--- src/rtl/y86_stage_sequencer.sv ---
// y86_stage_sequencer: multi-cycle Y86 control FSM sequencing fetch..writeback and PC update.
// Optional performance counters are built only when PERF_CNT_EN is defined.
module y86_stage_sequencer (
  input  logic        clk,
  input  logic        rst,
  input  logic        start,
  input  logic [3:0]  icode,
  input  logic        instr_valid,
  input  logic        imem_error,
  input  logic        dmem_error,
  input  logic        mem_ready,
  input  logic        cnd,
  input  logic [63:0] valP,
  input  logic [63:0] valC,
  input  logic [63:0] valM,
  output logic        fetch_en,
  output logic        decode_en,
  output logic        exec_en,
  output logic        mem_en,
  output logic        wb_en,
  output logic [63:0] PC,
  output logic [2:0]  stat,
  output logic        halted,
  output logic [31:0] retired_cnt,
  output logic [31:0] cycle_cnt
);
  typedef enum logic [2:0] {IDLE, FETCH, DECODE, EXECUTE, MEMORY, WRITEBACK, PCUPD, HALT} state_e;
  localparam logic [2:0] AOK = 3'd1, HLT = 3'd2, ADR = 3'd3, INS = 3'd4;
  state_e      state_q, state_d;
  logic [63:0] pc_q, pc_d, next_pc;
  logic [2:0]  stat_q, stat_d;
  logic [3:0]  icode_q, icode_d;
  assign next_pc = icode_q == 4'd7 ? (cnd ? valC : valP) :
                   icode_q == 4'd8 ? valC :
                   icode_q == 4'd9 ? valM : valP;
  always_comb begin
    state_d = state_q;
    stat_d  = stat_q;
    pc_d    = pc_q;
    icode_d = icode_q;
    case (state_q)
      IDLE:      state_d = start ? FETCH : IDLE;
      FETCH: begin
        icode_d = icode;
        state_d = (imem_error || !instr_valid || icode == 4'd0) ? HALT : DECODE;
        stat_d  = imem_error ? ADR : !instr_valid ? INS : icode == 4'd0 ? HLT : AOK;
      end
      DECODE:    state_d = EXECUTE;
      EXECUTE:   state_d = MEMORY;
      MEMORY: begin
        state_d = dmem_error ? HALT : mem_ready ? WRITEBACK : MEMORY;
        stat_d  = dmem_error ? ADR : AOK;
      end
      WRITEBACK: state_d = PCUPD;
      PCUPD: begin
        state_d = FETCH;
        pc_d    = next_pc;
      end
      default:   state_d = HALT;
    endcase
  end
  always_ff @(posedge clk or posedge rst) begin
    if (rst) begin
      state_q <= IDLE;
      pc_q    <= '0;
      stat_q  <= AOK;
      icode_q <= '0;
    end else begin
      state_q <= state_d;
      pc_q    <= pc_d;
      stat_q  <= stat_d;
      icode_q <= icode_d;
    end
  end
  assign fetch_en  = state_q == FETCH;
  assign decode_en = state_q == DECODE;
  assign exec_en   = state_q == EXECUTE;
  assign mem_en    = state_q == MEMORY;
  assign wb_en     = state_q == WRITEBACK;
  assign halted    = state_q == HALT;
  assign PC        = pc_q;
  assign stat      = stat_q;
`ifdef PERF_CNT_EN
  logic [31:0] ret_q, cyc_q;
  // both counters stick at all-ones instead of wrapping
  always_ff @(posedge clk or posedge rst) begin
    if (rst) begin
      ret_q <= '0;
      cyc_q <= '0;
    end else begin
      if (state_q == PCUPD && ret_q != '1) ret_q <= ret_q + 32'd1;
      if (state_q != IDLE && state_q != HALT && cyc_q != '1) cyc_q <= cyc_q + 32'd1;
    end
  end
  assign retired_cnt = ret_q;
  assign cycle_cnt   = cyc_q;
`else
  assign retired_cnt = '0;
  assign cycle_cnt   = '0;
`endif
endmodule

--- config.mk ---
export PLATFORM = sky130hd
export DESIGN_NAME = y86_stage_sequencer
export DESIGN_NICKNAME = d
export VERILOG_FILES = /design/src/rtl/y86_stage_sequencer.sv
export SDC_FILE = /design/constraint.sdc
export NUM_CORES = 1
export LEC_CHECK = 0
export CAP_MARGIN = 0
export CORE_AREA = 4 4 132 134
export CTS_BUF_LIST = sky130_fd_sc_hd__clkbuf_8
export CTS_CLUSTER_DIAMETER = 30
export CTS_CLUSTER_SIZE = 12
export DETAILED_ROUTE_END_ITERATION = 16
export DIE_AREA = 0 0 136 138
export GPL_TIMING_DRIVEN = 1
export HOLD_SLACK_MARGIN = 0.12
export PLACE_DENSITY_LB_ADDON = 0.25
export SLEW_MARGIN = 10
export SYNTH_ARGS = -nofsm -noshare
export SYNTH_HDL_FRONTEND = slang
export SYNTH_SLANG_ARGS = --single-unit
--- constraint.sdc ---
create_clock -name clk -period 4.4 [get_ports clk]
set_input_delay 0.66 -clock clk [delete_from_list [all_inputs] [get_ports clk]]
set_output_delay 0.66 -clock clk [all_outputs]
set_load 0.02 [all_outputs]
==> results of run 1 <==
[final cells by class]
class | count | share of cell area [%]
multi-input cells | 496 | 40.7
repair buffers | 286 | 32.3
flip-flops and latches | 74 | 21.1
well taps | 220 | 3.13
clock buffers | 10 | 1.57
clock inverters | 6 | 0.926
inverters | 4 | 0.242
[registers in the layout (all words and copies together), names as in the netlist]
register	count
PC	64
icode_q	4
stat	3
state_q	3
[power by group through the flow]
stage                     logic, mW  registers, mW  clock network (mW)
after floorplan               0.178          0.694                   0
after global placement        0.347          0.694                   0
after detailed placement      0.347          0.694                   0
after CTS                     0.350          0.680               0.627
after global routing          0.378          0.681               0.650
final                         0.350          0.680               0.603
[cells by family (layout without fill, tap and decap cells)]
logic type | after synthesis | in the layout
AO/OA/AOI/OAI | 142 | 142
AND/OR/NAND/NOR | 162 | 162
multiplexers | 128 | 128
flip-flops | 74 | 74
buffers and inverters | 128 | 306
other | 1 | 64
[metal layers]
| metal | part of all wire, % | up-vias | wire, µm | GRT usage (%) |
|---|---|---|---|---|
| met3 | 7.6 | 23 | 1540 | 5.05 |
| met1 | 41 | 2698 | 8400 | 24.9 |
| li1 | - | 2696 | - | - |
| met2 | 49 | 226 | 10100 | 36.4 |
| met5 | 0 | - | 0 | 0 |
| met4 | 1.7 | 0 | 353 | 6.21 |
[metrics by stage]
| stage | std cells | power [mW] | hold WS, ps | util [%] |
|---|---|---|---|---|
| global placement | 1080 | 1.04 | 479 | 52.6 |
| finish | 1096 | 1.63 | 497 | 53.9 |
| global route | 1096 | 1.71 | 512 | 53.9 |
| CTS | 1096 | 1.66 | 503 | 53.9 |
| floorplan | 698 | 0.872 | 450 | - |
| detailed placement | 1080 | 1.04 | 484 | 52.6 |
[path summary, 6_finish.rpt]
path,cells after the start,endpoint,from,slack [ps]
setup / recovery,3,fetch_en,state_q[0],1680
hold / removal,2,icode_q[3],icode_q[3],500
setup reg to reg,4,PC[35],state_q[0],2310
hold reg to reg,2,icode_q[3],icode_q[3],500
max in group asynchronous,3,stat[0],rst,2660
min in group asynchronous,2,PC[10],rst,770
[layout by cell type, fill, tap and decap left out, types with 3 or more instances in the layout]
master / count
sky130_fd_sc_hd__nand2b_1: 66
sky130_fd_sc_hd__conb_1: 64
sky130_fd_sc_hd__o211ai_1: 65
sky130_fd_sc_hd__clkbuf_8: 10
sky130_fd_sc_hd__buf_4: 11
sky130_fd_sc_hd__inv_1: 3
sky130_fd_sc_hd__o2111ai_1: 64
sky130_fd_sc_hd__nor2_1: 5
sky130_fd_sc_hd__o21ai_1: 4
sky130_fd_sc_hd__dfrtp_1: 72
sky130_fd_sc_hd__clkinv_2: 3
sky130_fd_sc_hd__clkdlybuf4s50_1: 275
sky130_fd_sc_hd__o21ai_0: 3
sky130_fd_sc_hd__mux2i_1: 64
sky130_fd_sc_hd__mux2_1: 64
sky130_fd_sc_hd__nand2_1: 78
[critical path, stage by stage, from the launching register on]
cell and delay (ps):
sky130_fd_sc_hd__dfrtp_1 500, sky130_fd_sc_hd__or3b_4 500, sky130_fd_sc_hd__clkinv_4 100, sky130_fd_sc_hd__clkdlybuf4s50_1 600
==> impl_metrics.yaml, run 1 <==
clock_tree:
  clk_root_buffer_cell: "sky130_fd_sc_hd__clkbuf_8"
  clock_tree.htree_level_count: 3
  clk-insertion-delay-late_ps: 360
  clkSlewWorstSetupHoldPaths_ps: 80
  cts.sinks: 74
  cts-root-to-sink-buffers: 2
  clock_tree_from_tritoncts: "built"
  post_cts_resize_count: 0
  cts_post_setup_buffers_inserted: 0
  cts_buffers: 9
  post_cts_hold_buffer_count: 0
synthesis:
  yosys_most_used_dff: "sky130_fd_sc_hd__dfrtp_1"
  synth_largest_type_area_fraction_pct: 30.2
  synth-compound-area-share_pct: 18.8
  yosys_warnings: 0
  netlist_cell_types: 33
  synth_area_leader_cell: "sky130_fd_sc_hd__dfrtp_1"
  synth-simple-area-share_pct: 13.7
  syn_area_cell_um2: 9.52
  synth_mux_area_share_pct: 22.5
  async_reset_ff_share_pct: 100
  postSynthCellCount: 635
  synth-seq-area-share_pct: 30.7
  post-synth-top-count-cell: "sky130_fd_sc_hd__nand2_1"
  synth_adder_area_share_pct: 0
  synth-xor-area-share_pct: 0
  yosys_register_bits: 74
  synth_area_um2: 6040
  post_synth_main_area_contributors: "sky130_fd_sc_hd__dfrtp_1 30%, sky130_fd_sc_hd__mux2_1 12%, sky130_fd_sc_hd__mux2i_1 11%"
  synth_edf_count: 0
  netlist_top_cells_count: "78 x sky130_fd_sc_hd__nand2_1, 73 x sky130_fd_sc_hd__dfrtp_1, 70 x sky130_fd_sc_hd__buf_4, 67 x sky130_fd_sc_hd__nand2b_1, 65 x sky130_fd_sc_hd__o211ai_1"
  synth_top_family_by_area: "multiplexers"
die:
  starting_density_pct: 37.1
  die-height_um: 138
  floorplan.die_area_um2: 18800
  rows: 47
  placeableCoreArea_um2: 16300
  fp.dieW_um: 136
  boundaryPins: 341
placed_design:
  detailed_place_hpwl_um: 13700
  placement.io_buffers: 276
  gp_congestion: 0.827
  placed_cell_area_um2: 8560
  place_worst_setup_slack_ps: 2080
final_layout:
  layout-drive-gt1-share_pct: 4.22
  multi_input_comb_area_um2: 3580
  ff_latch_area_um2: 1850
  stdcell_area_um2: 8780
  layout-area-overhead-vs-synth_pct: 45.4
  num-fill-cells: 1525
  finalNetCount: 1075
  antenna_cells: 0
global_route:
  antenna_found_initial: 0
  grt_first_pass_wirelength_um: 31100
  gr-usage-all-layers_pct: 20.7
  maximum_number_of_pins_on_one_net_before_global_route_repair: 66
  grt_pass1_vias: 5751
  grt_overflow_total: 0
timing:
  unrepaired_setup_endpoints_after_global_routing: "false"
  finalMaxSlewViolations: 0
  period_needed_ps: 2720
  slew_headroom_pct: 31.9
  hold_violations: 0
  finalWorstSetupSlack_ps: 1680
  finalSetupViolations: 0
  setup_clock_skew_after_layout_ps: 7.42
  fmax_ghz: 0.367
  post-route-period-util_pct: 61.9
  tightest_slew_ps: 1020
  fin_setup_tns_ps: 0
power:
  net-switching-power_mw: 0.421
  cellPowerDensity_nw_per_um2: 186
  ir_drop_mv: 0.174
  power.combinational.fraction_pct: 21.4
  sw_frac_of_total_pct: 25.8
  standby_leakage_power_nw: 3.33
  clkPwrFrac_pct: 36.9
  intPower_mw: 1.21
  seq_power_share_pct: 41.7
detailed_routing:
  post-route-drc-count: 0
  detail_route.wl_per_cell_um: 18.6
  residual_antenna_violating_net_count_after_detailed_routing: 0
  dr_total_vias: 5643
  detailedRoute.firstPassIterationCount: 4
  drt_iter0_drc: 269
  route.final.wire_length_um: 20400
  detail_route.vias_per_cell: 5.15
worst_setup_path:
  worstPathMaxFanout: 12
  timing.setup.critical_path_class: "reg -> out"
  required_ps: 3740
  worst_setup_path_end_kind: "output pin"
  cp_data_arrival_time_ps: 2060
  worst_setup_path_start_kind: "register"
flow_run:
  timing.max_cap.violations: 0
hold_path:
  min-delay-path-class: "reg -> reg"
status:
  outcome: "finished, final reports clean"
Note: power is estimated with default switching activity, not from simulation.
==> run 2, diff against run 1 <==
clock period = 2.8 ns   (was 4.4 ns; I/O delays follow)
==> impl_metrics.yaml, run 2 (synthesis results as in run 1) <==
final_layout:
  finalNetCount: 1076
  antenna_cells: 0
  multi_input_comb_area_um2: 3580
  num-fill-cells: 1571
  final_common_cell: "sky130_fd_sc_hd__clkdlybuf4s50_1"
  final_util_pct: 53.9
  ff_latch_area_um2: 1850
  layout.cells.most_common_list: "275 x sky130_fd_sc_hd__clkdlybuf4s50_1, 78 x sky130_fd_sc_hd__nand2_1, 72 x sky130_fd_sc_hd__dfrtp_1, 66 x sky130_fd_sc_hd__nand2b_1, 65 x sky130_fd_sc_hd__o211ai_1"
  layout-area-overhead-vs-synth_pct: 45.2
  layout.cells.non_filler: 1094
  layout-drive-gt1-share_pct: 3.78
  max_ffs_per_register: 64
die:
  die-height_um: 138
  placeableCoreArea_um2: 16300
  fp.dieW_um: 136
  floorplan.die_area_um2: 18800
  boundaryPins: 341
  rows: 47
  starting_density_pct: 37.1
worst_setup_path:
  cp_data_arrival_time_ps: 2040
  required_ps: 2380
  r2r_end: "PC[9]"
  max_stage_delay_ps: 600
  timing.setup.critical_path_class: "reg -> out"
  worst_setup_path_start_kind: "register"
  cp_slowest_cell: "sky130_fd_sc_hd__clkdlybuf4s50_1"
  worst_setup_path_end_kind: "output pin"
  rr_worst_depth: 4
  worst-r2r-setup-slack_ps: 840
  worstPathMaxFanout: 12
  critical_path.cell_chain: "or3b_4, clkinv_4, clkdlybuf4s50_1"
  launch_point_of_the_worst_reg_to_reg_path: "state_q[1]"
clock_tree:
  cts_buffers: 9
  post_cts_resize_count: 0
  clk_root_buffer_cell: "sky130_fd_sc_hd__clkbuf_8"
  clkSlewWorstSetupHoldPaths_ps: 80
  cts.sinks: 74
  clk-insertion-delay-late_ps: 350
  clock_tree_from_tritoncts: "built"
  cts-root-to-sink-buffers: 2
  cts_post_setup_buffers_inserted: 0
  post_cts_hold_buffer_count: 0
  clock_tree.htree_level_count: 3
placed_design:
  gp_congestion: 0.853
  detailed_place_hpwl_um: 13800
  numPlacedInstances: 1081
  placement.io_buffers: 276
  place_worst_setup_slack_ps: 721
timing:
  hold_violations: 0
  period_needed_ps: 2460
  finalWorstSetupSlack_ps: 345
  slew_headroom_pct: 35.0
  post-route-period-util_pct: 87.7
  finalSetupViolations: 0
  setup_clock_skew_after_layout_ps: 6.52
  fmax_ghz: 0.407
  fin_setup_tns_ps: 0
  tightest_slew_ps: 975
  finalMaxSlewViolations: 0
  unrepaired_setup_endpoints_after_global_routing: "false"
detailed_routing:
  dr_total_vias: 5649
  detail_route.vias_per_cell: 5.16
  route.final.wire_length_um: 20000
  post-route-drc-count: 0
  detail_route.wl_per_cell_um: 18.2
  detailedRoute.firstPassIterationCount: 4
  drt_iter0_drc: 247
  residual_antenna_violating_net_count_after_detailed_routing: 0
power:
  finalPower_mw: 2.31
  ir_drop_mv: 0.145
  cellPowerDensity_nw_per_um2: 264
  standby_leakage_power_nw: 3.33
global_route:
  grt_first_pass_wirelength_um: 29900
  grt_overflow_total: 0
  grt_pass1_vias: 5421
  maximum_number_of_pins_on_one_net_before_global_route_repair: 66
  antenna_found_initial: 0
  gr-usage-all-layers_pct: 19.8
hold_path:
  min-delay-path-class: "in -> async"
flow_run:
  timing.max_cap.violations: 0
status:
  outcome: "finished, final reports clean"
==> run 2: critical path, delay by kind of cell, from the launching register on <==
kind | cells | cell delay, ps
buffers and inverters | 2 | 700
flip-flops | 1 | 500
AND/OR/NAND/NOR | 1 | 490
==> run 2: worst max-delay path by stage <==
| stage | depth (start not counted) | from | to |
|---|---|---|---|
| 2_1_floorplan | 1 | rst | PC[0] |
| 3_3_place_gp | 3 | state_q[2] | fetch_en |
| 3_5_place_dp | 3 | state_q[0] | fetch_en |
| 4_1_cts | 3 | state_q[2] | fetch_en |
| 5_1_grt | 3 | state_q[2] | fetch_en |
| 6_report | 3 | state_q[0] | fetch_en |
==> run 2: area by class of cell <==
type                       count  area share, %
sequential                    74           21.1
clock buffer                   9           1.41
timing repair buffer         287           33.1
clock inverter                 4          0.185
inverter                       4          0.242
tap                          220           3.14
multi-input combinational    496           40.8
==> run 2: through the flow <==
stage	instance area, µm²	hold WS, ps
global route	8770	466
CTS	8770	428
floorplan	6280	450
detailed placement	8630	484
finish	8770	415
global placement	8630	478
==> run 2: per-layer routing <==
| metal | GRT usage, % | vias up | wire length (µm) |
|---|---|---|---|
| met5 | 0 | - | 0 |
| met4 | 6.53 | 0 | 414 |
| met3 | 5.05 | 29 | 1710 |
| met2 | 32.6 | 242 | 9450 |
| met1 | 25.3 | 2689 | 8380 |
| li1 | - | 2689 | - |
==> run 2: power breakdown <==
group	switching (mW)	internal (mW)	total, mW
Combinational	0.231	0.321	0.552
Clock	0.394	0.297	0.691
Sequential	0.000580	1.07	1.07
Total	0.626	1.69	2.31
